--- src/rtl/iomem_pkg.sv ---
// iomem_pkg: shared types and constants for the iomem peripheral bus controller.
//   state_t           - controller FSM states (IDLE, ACCESS, DONE)
//   DEFAULT_BASE_PAGE - default address page of slot 0
//   TIMEOUT_RDATA     - read data returned when a slave never answers
//   UNMAPPED_RDATA    - read data returned for an unmapped page
//   page_index()      - slot index of an address page relative to the base page
package iomem_pkg;

  typedef enum logic [1:0] {
    IDLE   = 2'd0,
    ACCESS = 2'd1,
    DONE   = 2'd2
  } state_t;

  localparam logic [7:0]  DEFAULT_BASE_PAGE = 8'h03;
  localparam logic [31:0] TIMEOUT_RDATA     = 32'hFFFF_FFFF;
  localparam logic [31:0] UNMAPPED_RDATA    = 32'h0000_0000;

  // 8-bit wrap-around subtraction: pages below the base land at large indices
  // and are therefore treated as unmapped.
  function automatic logic [7:0] page_index(input logic [7:0] page, input logic [7:0] base);
    return page - base;
  endfunction

endpackage

--- src/rtl/iomem_timeout.sv ---
// iomem_timeout: 8-bit slave-wait counter.
//   clk, resetn - clock and asynchronous active-low reset
//   clr         - restart counting from zero (request accepted)
//   en          - count this cycle (controller is waiting in ACCESS)
//   expire      - high during the LIMIT-th enabled cycle since clr
// Only instantiated when IOMEM_TIMEOUT_EN is defined.
module iomem_timeout #(
  parameter int LIMIT = 255
) (
  input  logic clk,
  input  logic resetn,
  input  logic clr,
  input  logic en,
  output logic expire
);

  // Counter holds 0 in the first wait cycle, so the LIMIT-th cycle sees LIMIT-1.
  localparam logic [7:0] LAST = 8'(LIMIT - 1);

  logic [7:0] cnt_r;

  // Wait-cycle counter, saturating at its maximum value.
  always_ff @(posedge clk or negedge resetn) begin
    if (!resetn) begin
      cnt_r <= 8'h00;
    end else if (clr) begin
      cnt_r <= 8'h00;
    end else if (en && (cnt_r != 8'hFF)) begin
      cnt_r <= cnt_r + 8'h01;
    end else begin
      cnt_r <= cnt_r;
    end
  end

  assign expire = en && (cnt_r == LAST);

endmodule

--- src/rtl/iomem_ctrl.sv ---
// iomem_ctrl: routes single CPU bus requests to one of NSLV peripheral slots
// selected by address page (m_addr[31:24]); slot i owns page BASE_PAGE+i.
//   clk, resetn                 - clock, asynchronous active-low reset
//   m_valid/m_addr/m_wstrb/m_wdata - CPU request (wstrb 0 = read)
//   m_ready/m_rdata             - one-cycle completion pulse and read data
//   s_valid                     - one-hot slave request
//   s_addr/s_wstrb/s_wdata      - registered request copy, broadcast to all slots
//   s_ready/s_rdata             - per-slot ready and read data (slot i at [32i+31:32i])
//   err_pulse/err_count         - error pulse (unmapped/timeout) and saturating count
// Optional feature: define IOMEM_TIMEOUT_EN to bound the slave wait to
// TIMEOUT_CYCLES cycles; otherwise ACCESS waits for s_ready indefinitely.
module iomem_ctrl
  import iomem_pkg::*;
#(
  parameter int          NSLV           = 8,
  parameter logic [7:0]  BASE_PAGE      = DEFAULT_BASE_PAGE,
  parameter int          TIMEOUT_CYCLES = 255
) (
  input  logic               clk,
  input  logic               resetn,
  input  logic               m_valid,
  input  logic [31:0]        m_addr,
  input  logic [3:0]         m_wstrb,
  input  logic [31:0]        m_wdata,
  output logic               m_ready,
  output logic [31:0]        m_rdata,
  output logic [NSLV-1:0]    s_valid,
  output logic [31:0]        s_addr,
  output logic [3:0]         s_wstrb,
  output logic [31:0]        s_wdata,
  input  logic [NSLV-1:0]    s_ready,
  input  logic [NSLV*32-1:0] s_rdata,
  output logic               err_pulse,
  output logic [7:0]         err_count
);

  if ((NSLV < 1) || (NSLV > 256)) begin : g_bad_nslv
    $error("iomem_ctrl: NSLV must be in 1..256");
  end
  if ((TIMEOUT_CYCLES < 1) || (TIMEOUT_CYCLES > 255)) begin : g_bad_timeout
    $error("iomem_ctrl: TIMEOUT_CYCLES must be in 1..255");
  end

  state_t            state_r;
  state_t            state_s;
  logic [NSLV-1:0]   s_valid_r;
  logic [31:0]       s_addr_r;
  logic [3:0]        s_wstrb_r;
  logic [31:0]       s_wdata_r;
  logic              m_ready_r;
  logic [31:0]       m_rdata_r;
  logic              err_pulse_r;
  logic [7:0]        err_count_r;
  logic              rearm_r;

  logic [7:0]        idx_s;
  logic              mapped_s;
  logic              accept_s;
  logic [NSLV-1:0]   onehot_s;
  logic              sel_ready_s;
  logic [31:0]       sel_rdata_s;
  logic              expire_s;
  logic [31:0]       done_rdata_s;
  logic              done_err_s;

  assign idx_s    = page_index(m_addr[31:24], BASE_PAGE);
  assign mapped_s = ({1'b0, idx_s} < 9'(NSLV));
  // A request is only taken once m_valid has been low since the last m_ready,
  // or from the second IDLE cycle onwards (see rearm_r).
  assign accept_s = (state_r == IDLE) && m_valid && rearm_r;

  // s_valid_r is one-hot on the selected slot during ACCESS, so it doubles as
  // the slot select and masks off ready/data of every other slot.
  assign sel_ready_s = |(s_ready & s_valid_r);

  // Slot decode of the incoming page and AND-OR read-data mux of the selected slot.
  always_comb begin
    onehot_s    = '0;
    sel_rdata_s = 32'h0000_0000;
    for (int i = 0; i < NSLV; i++) begin
      onehot_s[i] = (idx_s == 8'(i));
      sel_rdata_s = sel_rdata_s | (s_rdata[32*i +: 32] & {32{s_valid_r[i]}});
    end
  end

`ifdef IOMEM_TIMEOUT_EN
  iomem_timeout #(
    .LIMIT (TIMEOUT_CYCLES)
  ) u_timeout (
    .clk    (clk),
    .resetn (resetn),
    .clr    (accept_s),
    .en     (state_r == ACCESS),
    .expire (expire_s)
  );
`else
  assign expire_s = 1'b0;
`endif

  // Next-state logic plus the data/error value presented in the DONE cycle.
  always_comb begin
    state_s      = state_r;
    done_rdata_s = 32'h0000_0000;
    done_err_s   = 1'b0;
    case (state_r)
      IDLE: begin
        if (accept_s) begin
          if (mapped_s) begin
            state_s = ACCESS;
          end else begin
            state_s      = DONE;
            done_rdata_s = UNMAPPED_RDATA;
            done_err_s   = 1'b1;
          end
        end else begin
          state_s = IDLE;
        end
      end
      ACCESS: begin
        // A ready arriving together with expiry wins: normal completion.
        if (sel_ready_s) begin
          state_s      = DONE;
          done_rdata_s = sel_rdata_s;
        end else if (expire_s) begin
          state_s      = DONE;
          done_rdata_s = TIMEOUT_RDATA;
          done_err_s   = 1'b1;
        end else begin
          state_s = ACCESS;
        end
      end
      DONE: begin
        state_s = IDLE;
      end
      default: begin
        state_s = IDLE;
      end
    endcase
  end

  // FSM state register.
  always_ff @(posedge clk or negedge resetn) begin
    if (!resetn) begin
      state_r <= IDLE;
    end else begin
      state_r <= state_s;
    end
  end

  // Slave-side request registers: captured on accept, s_valid held through ACCESS.
  always_ff @(posedge clk or negedge resetn) begin
    if (!resetn) begin
      s_valid_r <= '0;
      s_addr_r  <= 32'h0000_0000;
      s_wstrb_r <= 4'h0;
      s_wdata_r <= 32'h0000_0000;
    end else begin
      if (state_s == ACCESS) begin
        s_valid_r <= (state_r == IDLE) ? onehot_s : s_valid_r;
      end else begin
        s_valid_r <= '0;
      end
      if (accept_s) begin
        s_addr_r  <= m_addr;
        s_wstrb_r <= m_wstrb;
        s_wdata_r <= m_wdata;
      end else begin
        s_addr_r  <= s_addr_r;
        s_wstrb_r <= s_wstrb_r;
        s_wdata_r <= s_wdata_r;
      end
    end
  end

  // CPU-side completion and error outputs, all asserted only in the DONE cycle.
  always_ff @(posedge clk or negedge resetn) begin
    if (!resetn) begin
      m_ready_r   <= 1'b0;
      m_rdata_r   <= 32'h0000_0000;
      err_pulse_r <= 1'b0;
      err_count_r <= 8'h00;
    end else begin
      m_ready_r   <= (state_s == DONE);
      m_rdata_r   <= (state_s == DONE) ? done_rdata_s : 32'h0000_0000;
      err_pulse_r <= done_err_s;
      if (done_err_s && (err_count_r != 8'hFF)) begin
        err_count_r <= err_count_r + 8'h01;
      end else begin
        err_count_r <= err_count_r;
      end
    end
  end

  // Re-arm flag: cleared on completion so a still-high m_valid is not taken as a
  // new request; set again by m_valid low or after one IDLE cycle.
  always_ff @(posedge clk or negedge resetn) begin
    if (!resetn) begin
      rearm_r <= 1'b1;
    end else if (state_s == DONE) begin
      rearm_r <= 1'b0;
    end else if (!m_valid || (state_r == IDLE)) begin
      rearm_r <= 1'b1;
    end else begin
      rearm_r <= rearm_r;
    end
  end

  assign m_ready   = m_ready_r;
  assign m_rdata   = m_rdata_r;
  assign s_valid   = s_valid_r;
  assign s_addr    = s_addr_r;
  assign s_wstrb   = s_wstrb_r;
  assign s_wdata   = s_wdata_r;
  assign err_pulse = err_pulse_r;
  assign err_count = err_count_r;

endmodule

--- config.mk ---
export PLATFORM = sky130hd
export DESIGN_NAME = iomem_ctrl
export DESIGN_NICKNAME = d
export VERILOG_FILES = /design/src/rtl/iomem_pkg.sv /design/src/rtl/iomem_timeout.sv /design/src/rtl/iomem_ctrl.sv
export SDC_FILE = /design/constraint.sdc
export NUM_CORES = 1
export LEC_CHECK = 0
export ABC_AREA = 0
export CORE_AREA = 8 8 169 171
export DETAILED_ROUTE_END_ITERATION = 10
export DIE_AREA = 0 0 177 179
export GPL_ROUTABILITY_DRIVEN = 0
export HOLD_SLACK_MARGIN = 0.12
export PLACE_DENSITY = 0.62
export SETUP_SLACK_MARGIN = 0.1
export SLEW_MARGIN = 5
export SYNTH_ARGS = -nofsm -noshare
export SYNTH_HDL_FRONTEND = slang
export SYNTH_SLANG_ARGS = --single-unit
--- constraint.sdc ---
create_clock -name clk -period 2.38 [get_ports clk]
set_input_delay 0.238 -clock clk [delete_from_list [all_inputs] [get_ports clk]]
set_output_delay 0.238 -clock clk [all_outputs]
set_load 0.1 [all_outputs]
## Word-level counts from Yosys, hierarchy flattened

Index checks and enable logic that the tools add are counted.

- Input port bits: 335
- Output and inout bits: 118
- Bits in registers: 121

- Add/sub/neg operators: 2
- Magnitude comparators: 1
- Bitwise gates (word level): 16
- Eq/ne operators: 12
- Reduce and logical (&&, ||, !) cells: 9
- Mux-type cells: 14

Operator list:

| kind | count |
|---|---|
| AND 32 bit | 8 |
| OR 32 bit | 7 |
| 2-to-1 mux 32 bit | 3 |
| == test 8 x 3 -> 1 bit (second input constant) | 4 |
| == test 8 x 2 -> 1 bit (second input constant) | 2 |
| 2-to-1 mux 8 bit | 2 |
| adder 8 x 1 -> 8 bit (second input constant) | 1 |
| AND 8 bit | 1 |
| == test 8 x 1 -> 1 bit (second input constant) | 1 |
| zero test 8 bit | 1 |
| less-than comparator 8 x 4 -> 1 bit (second input constant) | 1 |
| != test 8 bit (second input constant) | 1 |
| OR reduction 8 bit | 1 |
| subtractor 8 x 2 -> 8 bit (second input constant) | 1 |
| 2-to-1 mux 2 bit | 3 |
| 2-to-1 mux 1 bit | 5 |
| == test 2 x 1 -> 1 bit (second input constant) | 2 |
| case mux 2 bit (2 select lines) | 1 |
| logical AND 1 bit | 3 |
| == test 2 bit (second input constant) | 1 |
| zero test 2 bit | 1 |
| != test 2 bit (second input constant) | 1 |
| nonzero test 2 bit | 1 |
| zero test 1 bit | 1 |
| logical OR 1 bit | 1 |

## Longest topological paths before layout

Gate-level depths: netlist of the first run.

- Depth after elaboration: 11
- Gate-level depth with buffers: 8
- Gate-level depth less buffers: 6

## Worst setup path before layout of the first run

OpenSTA, ideal clock, no wires.

- Path kind: register -> register
- From: register err_count_r[0], in the netlist err_count[0]
- To: register err_count_r[7], in the netlist err_count[7]
- Buffers on the path: 0
- Cell stages (with the launch flop): 7
- Arrival: 1.992 ns
- Slack: 0.228 ns
- Clock period less this slack: 2.152 ns
- Setup time: 0.160 ns
- Cells stage by stage: dfrtp_1 ha_1 nand3_1 o2111a_1 o211a_1 nand3_1 xnor2_1

- Longest elaborated chain between the ends: 2

RTL lines:

| what | line | source |
|---|---|---|
| start, declared | iomem_ctrl.sv:53 | `logic [7:0] err_count_r;` |
| start signal, assigned | iomem_ctrl.sv:187 | `err_count_r <= err_count_r + 8'h01;` |
| start signal, assigned | iomem_ctrl.sv:189 | `err_count_r <= err_count_r;` |
| branches (longest 2 deep; another with adder 8 x 1 -> 8 bit) | - |  |

Several ways; the timed one is not identified.
A chain may end at the register's enable or synchronous reset.

## Worst setup path in the final report of the first run

- From: register state_r[1]
- To: register err_count_r[5], in the netlist err_count[5]

- Longest elaborated chain between the ends: 6

RTL lines:

| what | line | source |
|---|---|---|
| start, declared | iomem_ctrl.sv:44 | `state_t state_r;` |
| start signal, assigned | iomem_ctrl.sv:146 | `state_r <= state_s;` |
| zero test 2 bit * | iomem_ctrl.sv:70, iomem_ctrl.sv:105 |  |
| logical AND 1 bit (2 in series) | iomem_ctrl.sv:70 | `assign accept_s = (state_r == IDLE) && m_valid && rearm_r;` |
| 2-to-1 mux 1 bit | iomem_ctrl.sv:107 | `if (accept_s) begin` |
| 2-to-1 mux 1 bit * | - |  |
| logical AND 1 bit * | iomem_ctrl.sv:186 | `if (done_err_s && (err_count_r != 8'hFF)) begin` |

Mark *: on every way between the ends. The rest lies on a longest branch, timed or not.

==> impl_metrics.py, run 1 <==
metrics = {
    "timing": {
        "relSlewSlack_pct": 51.2,
        "setup_viol": 0,
        "drv_slew": 0,
        "period_share_pct": 76.6,
        "finalHoldViolations": 0,
        "skew_ns": 0.0136,
        "fmax_mhz": 549,
        "fin_setup_tns_ns": 0,
        "fin_ws_ns": 0.558,
        "worstMarginPinSlew_ns": 0.732,
        "rsz0062_at_grt": "false",
        "whs_ns": 0.347,
        "min_period_ns": 1.82,
    },
    "placement": {
        "place_hpwl_um": 25700,
        "dpl_cell_area_mm2": 0.0105,
        "io_buffer_count": 452,
        "post-place-ws_ns": 0.235,
        "dp.cells": 1369,
    },
    "synthesis": {
        "syn_nets": 949,
        "ys.flop_type": "dfrtp_1",
        "synth_common_cells": "208 x nand2_1, 120 x dfrtp_1, 75 x a22oi_1",
        "synth_top_area_share_pct": 52.4,
        "yosysUniqueCellTypes": 36,
        "syn_area_mm2": 0.00573,
        "syn_avg_cell_area_um2": 9.34,
        "syn_inst": 613,
        "yosysTopAreaCell": "dfrtp_1",
        "async_flop_share_pct": 100,
        "yosysMostFrequentCell": "nand2_1",
        "yosysWarnings": 0,
        "synth_edf_count": 0,
        "synthTopCellsByArea": "dfrtp_1 52%, nand2_1 14%, a22oi_1 9.8%",
        "yosysSeqAreaShare_pct": 52.9,
        "synth-seq-cells": 121,
    },
    "floorplanning": {
        "dieArea_mm2": 0.0317,
        "core_mm2": 0.0258,
        "initial_core_util_pct": 22.2,
        "fp-row-count": 59,
        "ios": 453,
        "fp.dieH_um": 179,
        "dieWidth_um": 177,
    },
    "global_routing": {
        "grt_max_degree": 70,
        "grt_overflow": 0,
        "grt_pass1_vias": 7028,
        "antenna_found_initial": 5,
        "grt_pass1_wl_um": 46300,
        "grt_usage_pct": 19.6,
    },
    "route": {
        "wl_um": 32800,
        "route.detailed.drc": 0,
        "routedWlPerCell_um": 23.4,
        "dr.pass1.iters": 5,
        "drt-vias-per-instance": 4.80,
        "num_vias": 6737,
        "ant_nets": 0,
        "drt_iter0_markers": 511,
    },
    "worst_setup_path": {
        "rrSetupSlack_ns": 0.56,
        "cp.buffers_inverters": 1,
        "path_class": "flip-flop to flip-flop",
        "reg2reg_depth": 6,
        "cp_num_cells": 6,
        "worstPathRequired_ns": 2.66,
        "slowest_stage": "dfrtp_1",
        "setup.worst_path.end_class": "flip-flop",
        "critical_path.top_delay_family": "simple AND/OR/NAND/NOR gates",
        "critPathLaunchType": "flip-flop",
        "crit_chain": "nor2_1, and3_2, buf_12, o211a_1, nand3_1, xnor2_1",
        "worst_ep_arrival_time_ns": 2.11,
        "worst-path-max-fanout": 69,
        "slowest_delay_ns": 0.42,
    },
    "pwr": {
        "p_leak_nw": 4.81,
        "max-vdd-ir-drop_mv": 0.904,
        "finalPower_mw": 13.1,
        "p_per_area_mw_per_mm2": 1180,
        "p_comb_share_pct": 57.0,
        "internal_power_mw": 5.76,
        "swShare_pct": 55.9,
        "pwr-share-clk_pct": 19.3,
        "p_sw_mw": 7.31,
        "seqPwrFrac_pct": 23.7,
    },
    "final_layout": {
        "drive_gt1_share_pct": 17.1,
        "fin_area_mm2": 0.0111,
        "finish.utilization_pct": 43.1,
        "area_delta_synth_final_pct": 93.8,
        "layout.cells.non_filler": 1404,
        "nNetsFinal": 1390,
    },
    "clocking": {
        "cts_tree": "yes",
        "holdBufCountCts": 1,
        "cts_htree_levels": 4,
        "ctsResizeCount": 0,
        "cts-root-buf": "clkbuf_16",
        "cts.path.max_buffers": 2,
        "post_cts_buffers": 0,
        "clk_pin_slew_ns": 0.07,
        "clkSinkCount": 121,
        "clk_latency_ns": 0.41,
        "cts-buffers-inserted": 17,
    },
    "outcome": {
        "status": "finished, final reports clean",
    },
    "flow_run": {
        "cap_violations": 0,
    },
    "worst_hold_path": {
        "hold_path.class": "primary input to asynchronous set/reset pin",
    },
}
path summary, 6_finish.rpt:
| check | startpoint | endpoint |
|---|---|---|
| max in group asynchronous | resetn | s_addr[7]$_DFFE_PN0P_ |
| setup reg to reg | state_r[1]$_DFF_PN0_ | err_count[5]$_DFFE_PN0P_ |
| setup / recovery | state_r[1]$_DFF_PN0_ | err_count[5]$_DFFE_PN0P_ |
| hold / removal | resetn | m_rdata[1]$_DFF_PN0_ |
| hold reg to reg | s_wdata[27]$_DFFE_PN0P_ | s_wdata[27]$_DFFE_PN0P_ |
| min in group clk | m_wdata[1] | s_wdata[1]$_DFFE_PN0P_ |
sequential cells by signal, indices dropped and copies added, names as in the netlist:
signal	flops
m_ready	1
s_wdata	32
m_rdata	32
err_count	8
rearm_r	1
s_addr	32
state_r	2
s_valid	8
err_pulse	1
s_wstrb	4
power groups by stage:
stage	logic, mW	registers, mW	clock network [mW]
after floorplan	0.962	7.54	0
after global placement	7.47	3.11	0
after detailed placement	7.51	3.12	0
after CTS	7.51	3.10	2.62
after global routing	7.77	3.19	2.70
final	7.45	3.10	2.53
cells in the final DEF, fill, tap and decap left out, types with 2 or more instances in the layout:
cell type	Yosys	layout
clkdlybuf4s50_1	0	333
nand2_1	208	208
buf_4	0	127
dfrtp_1	120	120
a22oi_1	75	75
a22o_1	32	32
a221oi_1	32	32
a31oi_1	32	32
clkbuf_16	0	17
buf_12	0	15
nor2_1	14	14
inv_6	0	7
nand3_1	7	6
a21oi_1	5	5
nor3b_1	5	5
xor2_1	4	4
inv_8	0	3
diode_2	0	2
nand4_1	2	2
inv_2	2	2
xnor2_1	2	2
mux2_1	2	2
clkinv_4	0	2
area by class of cell:
| type | count | area (um2) |
|---|---|---|
| fillers | 2521 | 14700 |
| repair buffers | 476 | 4600 |
| flip-flops and latches | 121 | 3030 |
| multi-input cells | 435 | 2470 |
| clock buffers | 18 | 439 |
| well taps | 335 | 419 |
| clock inverters | 14 | 125 |
| inverters | 3 | 11.3 |
| diodes | 2 | 5.00 |
cell families (layout without fill, tap and decap cells):
kind of cell	after synthesis	after routing	synth area share [%]
AOI/OAI and AO/OA	181	181	24.4
xor gates and xnor gates	6	6	0.917
adders and majority gates	1	1	0.218
buffers and inverters	57	511	4.04
DFF	121	121	52.9
muxes	2	2	0.393
other	0	2	0
and+or+nand+nor	245	245	17.2
routing by layer:
metal  up-vias  share of wire (%)  track usage (%)
met5         -               0.10                0
met4         6                1.8             5.46
met3        38                8.8             6.82
met2       317                 51             32.7
met1      3256                 39             23.4
li1       3120                  -                -
Note: power is estimated with default switching activity, not from simulation.
==> inputs of run 2 (changes only) <==
Settings changed: CORE_AREA 8 8 169 171 to 8 8 170 172, DIE_AREA 0 0 177 179 to 0 0 178 180, PLACE_DENSITY 0.62 to 0.63.
Clock period 2.38 ns to 1.5 ns, I/O delays scaled along.
==> impl_metrics.py, run 2 (synthesis results as in run 1) <==
metrics = {
    "pwr": {
        "p_leak_nw": 5.84,
        "p_per_area_mw_per_mm2": 1770,
        "max-vdd-ir-drop_mv": 1.49,
        "finalPower_mw": 25.1,
    },
    "timing": {
        "fin_ws_ns": -0.137,
        "relSlewSlack_pct": 65.8,
        "fmax_mhz": 611,
        "worstMarginPinSlew_ns": 0.513,
        "setup_viol": 43,
        "skew_ns": 0.0156,
        "finalHoldViolations": 0,
        "rsz0062_at_grt": "true",
        "drv_slew": 0,
        "period_share_pct": 109,
        "min_period_ns": 1.64,
    },
    "floorplanning": {
        "dieArea_mm2": 0.0320,
        "initial_core_util_pct": 21.7,
        "fp.dieH_um": 180,
        "ios": 453,
        "fp-row-count": 60,
        "dieWidth_um": 178,
        "core_mm2": 0.0264,
    },
    "flow_run": {
        "cap_violations": 0,
    },
    "clocking": {
        "clk_latency_ns": 0.42,
        "cts_htree_levels": 4,
        "cts_tree": "yes",
        "clkSinkCount": 121,
        "clk_pin_slew_ns": 0.07,
        "cts-buffers-inserted": 17,
        "cts-root-buf": "clkbuf_16",
        "cts.path.max_buffers": 2,
    },
    "worst_setup_path": {
        "reg2reg_depth": 7,
        "critical_path.top_delay_family": "flip-flops",
        "startpoint": "s_valid[0]$_DFFE_PN0P_",
        "cp.buffers_inverters": 3,
        "worstPathRequired_ns": 1.77,
        "cp_num_cells": 7,
        "r2r-end": "m_rdata[28]$_DFF_PN0_",
        "reg2reg_from": "s_valid[0]$_DFFE_PN0P_",
        "rrSetupSlack_ns": -0.14,
        "endpoint": "m_rdata[28]$_DFF_PN0_",
        "worst_ep_arrival_time_ns": 1.90,
        "slowest_stage": "dfrtp_4",
        "crit_chain": "a22oi_2, nand4_1, nand3b_1, buf_6, buf_12, buf_16, a31oi_2",
        "slowest_delay_ns": 0.51,
        "worst-path-max-fanout": 8,
        "critPathLaunchType": "flip-flop",
        "path_class": "flip-flop to flip-flop",
        "setup.worst_path.end_class": "flip-flop",
    },
    "route": {
        "wl_um": 36300,
        "num_vias": 7174,
        "ant_nets": 0,
        "routedWlPerCell_um": 24.2,
        "drt_iter0_markers": 475,
        "route.detailed.drc": 0,
        "drt-vias-per-instance": 4.79,
        "dr.pass1.iters": 4,
    },
    "final_layout": {
        "drive_gt1_share_pct": 30.5,
        "final_common_cell": "clkdlybuf4s50_1",
        "fill_cells": 2255,
        "seq_area_mm2": 0.00308,
        "finish.utilization_pct": 53.9,
        "area_delta_synth_final_pct": 148,
        "nNetsFinal": 1478,
        "layout_common_cells": "329 x clkdlybuf4s50_1, 206 x nand2_1, 135 x buf_12",
        "multi_input_area_mm2": 0.00310,
    },
    "outcome": {
        "status": "finished, violations left",
        "violations": "setup timing",
    },
    "global_routing": {
        "grt_overflow": 0,
        "grt_pass1_wl_um": 51200,
        "grt_usage_pct": 21.5,
        "grt_max_degree": 45,
        "antenna_found_initial": 3,
        "grt_pass1_vias": 7577,
    },
    "worst_hold_path": {
        "hold_path.class": "primary input to asynchronous set/reset pin",
    },
    "placement": {
        "place_hpwl_um": 27500,
        "io_buffer_count": 452,
    },
}
[run 2: changes by cell type in the layout (fill, tap and decap cells not counted), moves of 7 or more]
| cell | change |
|---|---|
| buf_4 | -60 |
| buf_12 | +120 |
| a31oi_4 | +18 |
| a31oi_1 | -21 |
| a221oi_2 | +18 |
| buf_6 | +17 |
| nor2_1 | -7 |
| a221oi_1 | -20 |
| a22oi_1 | -7 |
| a22oi_2 | +7 |
| dfrtp_4 | +13 |
| dfrtp_1 | -16 |
[run 2: stage by stage]
| step | hold WS (ns) | cell area (um2) | setup slack [ns] | cells | setup TNS [ns] |
|---|---|---|---|---|---|
| 3_5_place_dp | 0.125 | 12500 | -0.493 | 1427 | -15.74 |
| 3_3_place_gp | 0.121 | 12500 | -0.496 | 1427 | -14.73 |
| 4_1_cts | 0.233 | 13700 | -0.136 | 1484 | -3.38 |
| 2_1_floorplan | -0.146 | 6020 | -0.152 | 613 | -4.88 |
| 5_1_grt | 0.245 | 14200 | -0.209 | 1497 | -6.68 |
| 6_report | 0.257 | 14200 | -0.137 | 1497 | -3.94 |
[run 2: timing repair]
action                     4_1_cts  5_1_grt
hold buffers                     4        1
resized for setup               56       46
pin swaps                       14       14
setup endpoints to repair       57       70
hold endpoints to repair       124        1
cloned                           4        1
buffers inserted                19       10
[run 2: where the power goes]
group	internal [mW]	total (mW)	leakage [nW]	switching (mW)
clock network	2.67	4.41	0.298	1.74
logic	5.70	15.3	4.01	9.62
registers	4.34	5.39	1.54	1.05
total	12.7	25.1	5.84	12.4
[run 2: worst min-delay path by stage]
stage,end,from,slack (ns)
floorplan,err_count[2]$_DFFE_PN0P_,resetn,-0.15
global placement,m_rdata[9]$_DFF_PN0_,resetn,0.12
detailed placement,m_rdata[9]$_DFF_PN0_,resetn,0.13
CTS,s_wdata[7]$_DFFE_PN0P_,m_wdata[7],0.23
global route,s_wdata[12]$_DFFE_PN0P_,m_wdata[12],0.25
finish,m_rdata[2]$_DFF_PN0_,resetn,0.26
[run 2: cell type report]
type / instances / share of cell area [%]
Timing Repair Buffer: 564 / 49.0
Multi-Input combinational cell: 435 / 21.8
Clock buffer: 18 / 3.02
Inverter: 3 / 0.0793
Antenna cell: 1 / 0.0176
Sequential cell: 121 / 21.7
Clock inverter: 14 / 1.32
Tap cell: 341 / 3.01
[run 2: per-layer routing]
metal	up-vias	GRT usage, %	share of wire, %
li1	3299	-	-
met1	3507	24.8	38
met2	314	36.9	51
met3	52	6.20	7.8
met4	2	7.64	2.8
met5	-	0	0.036
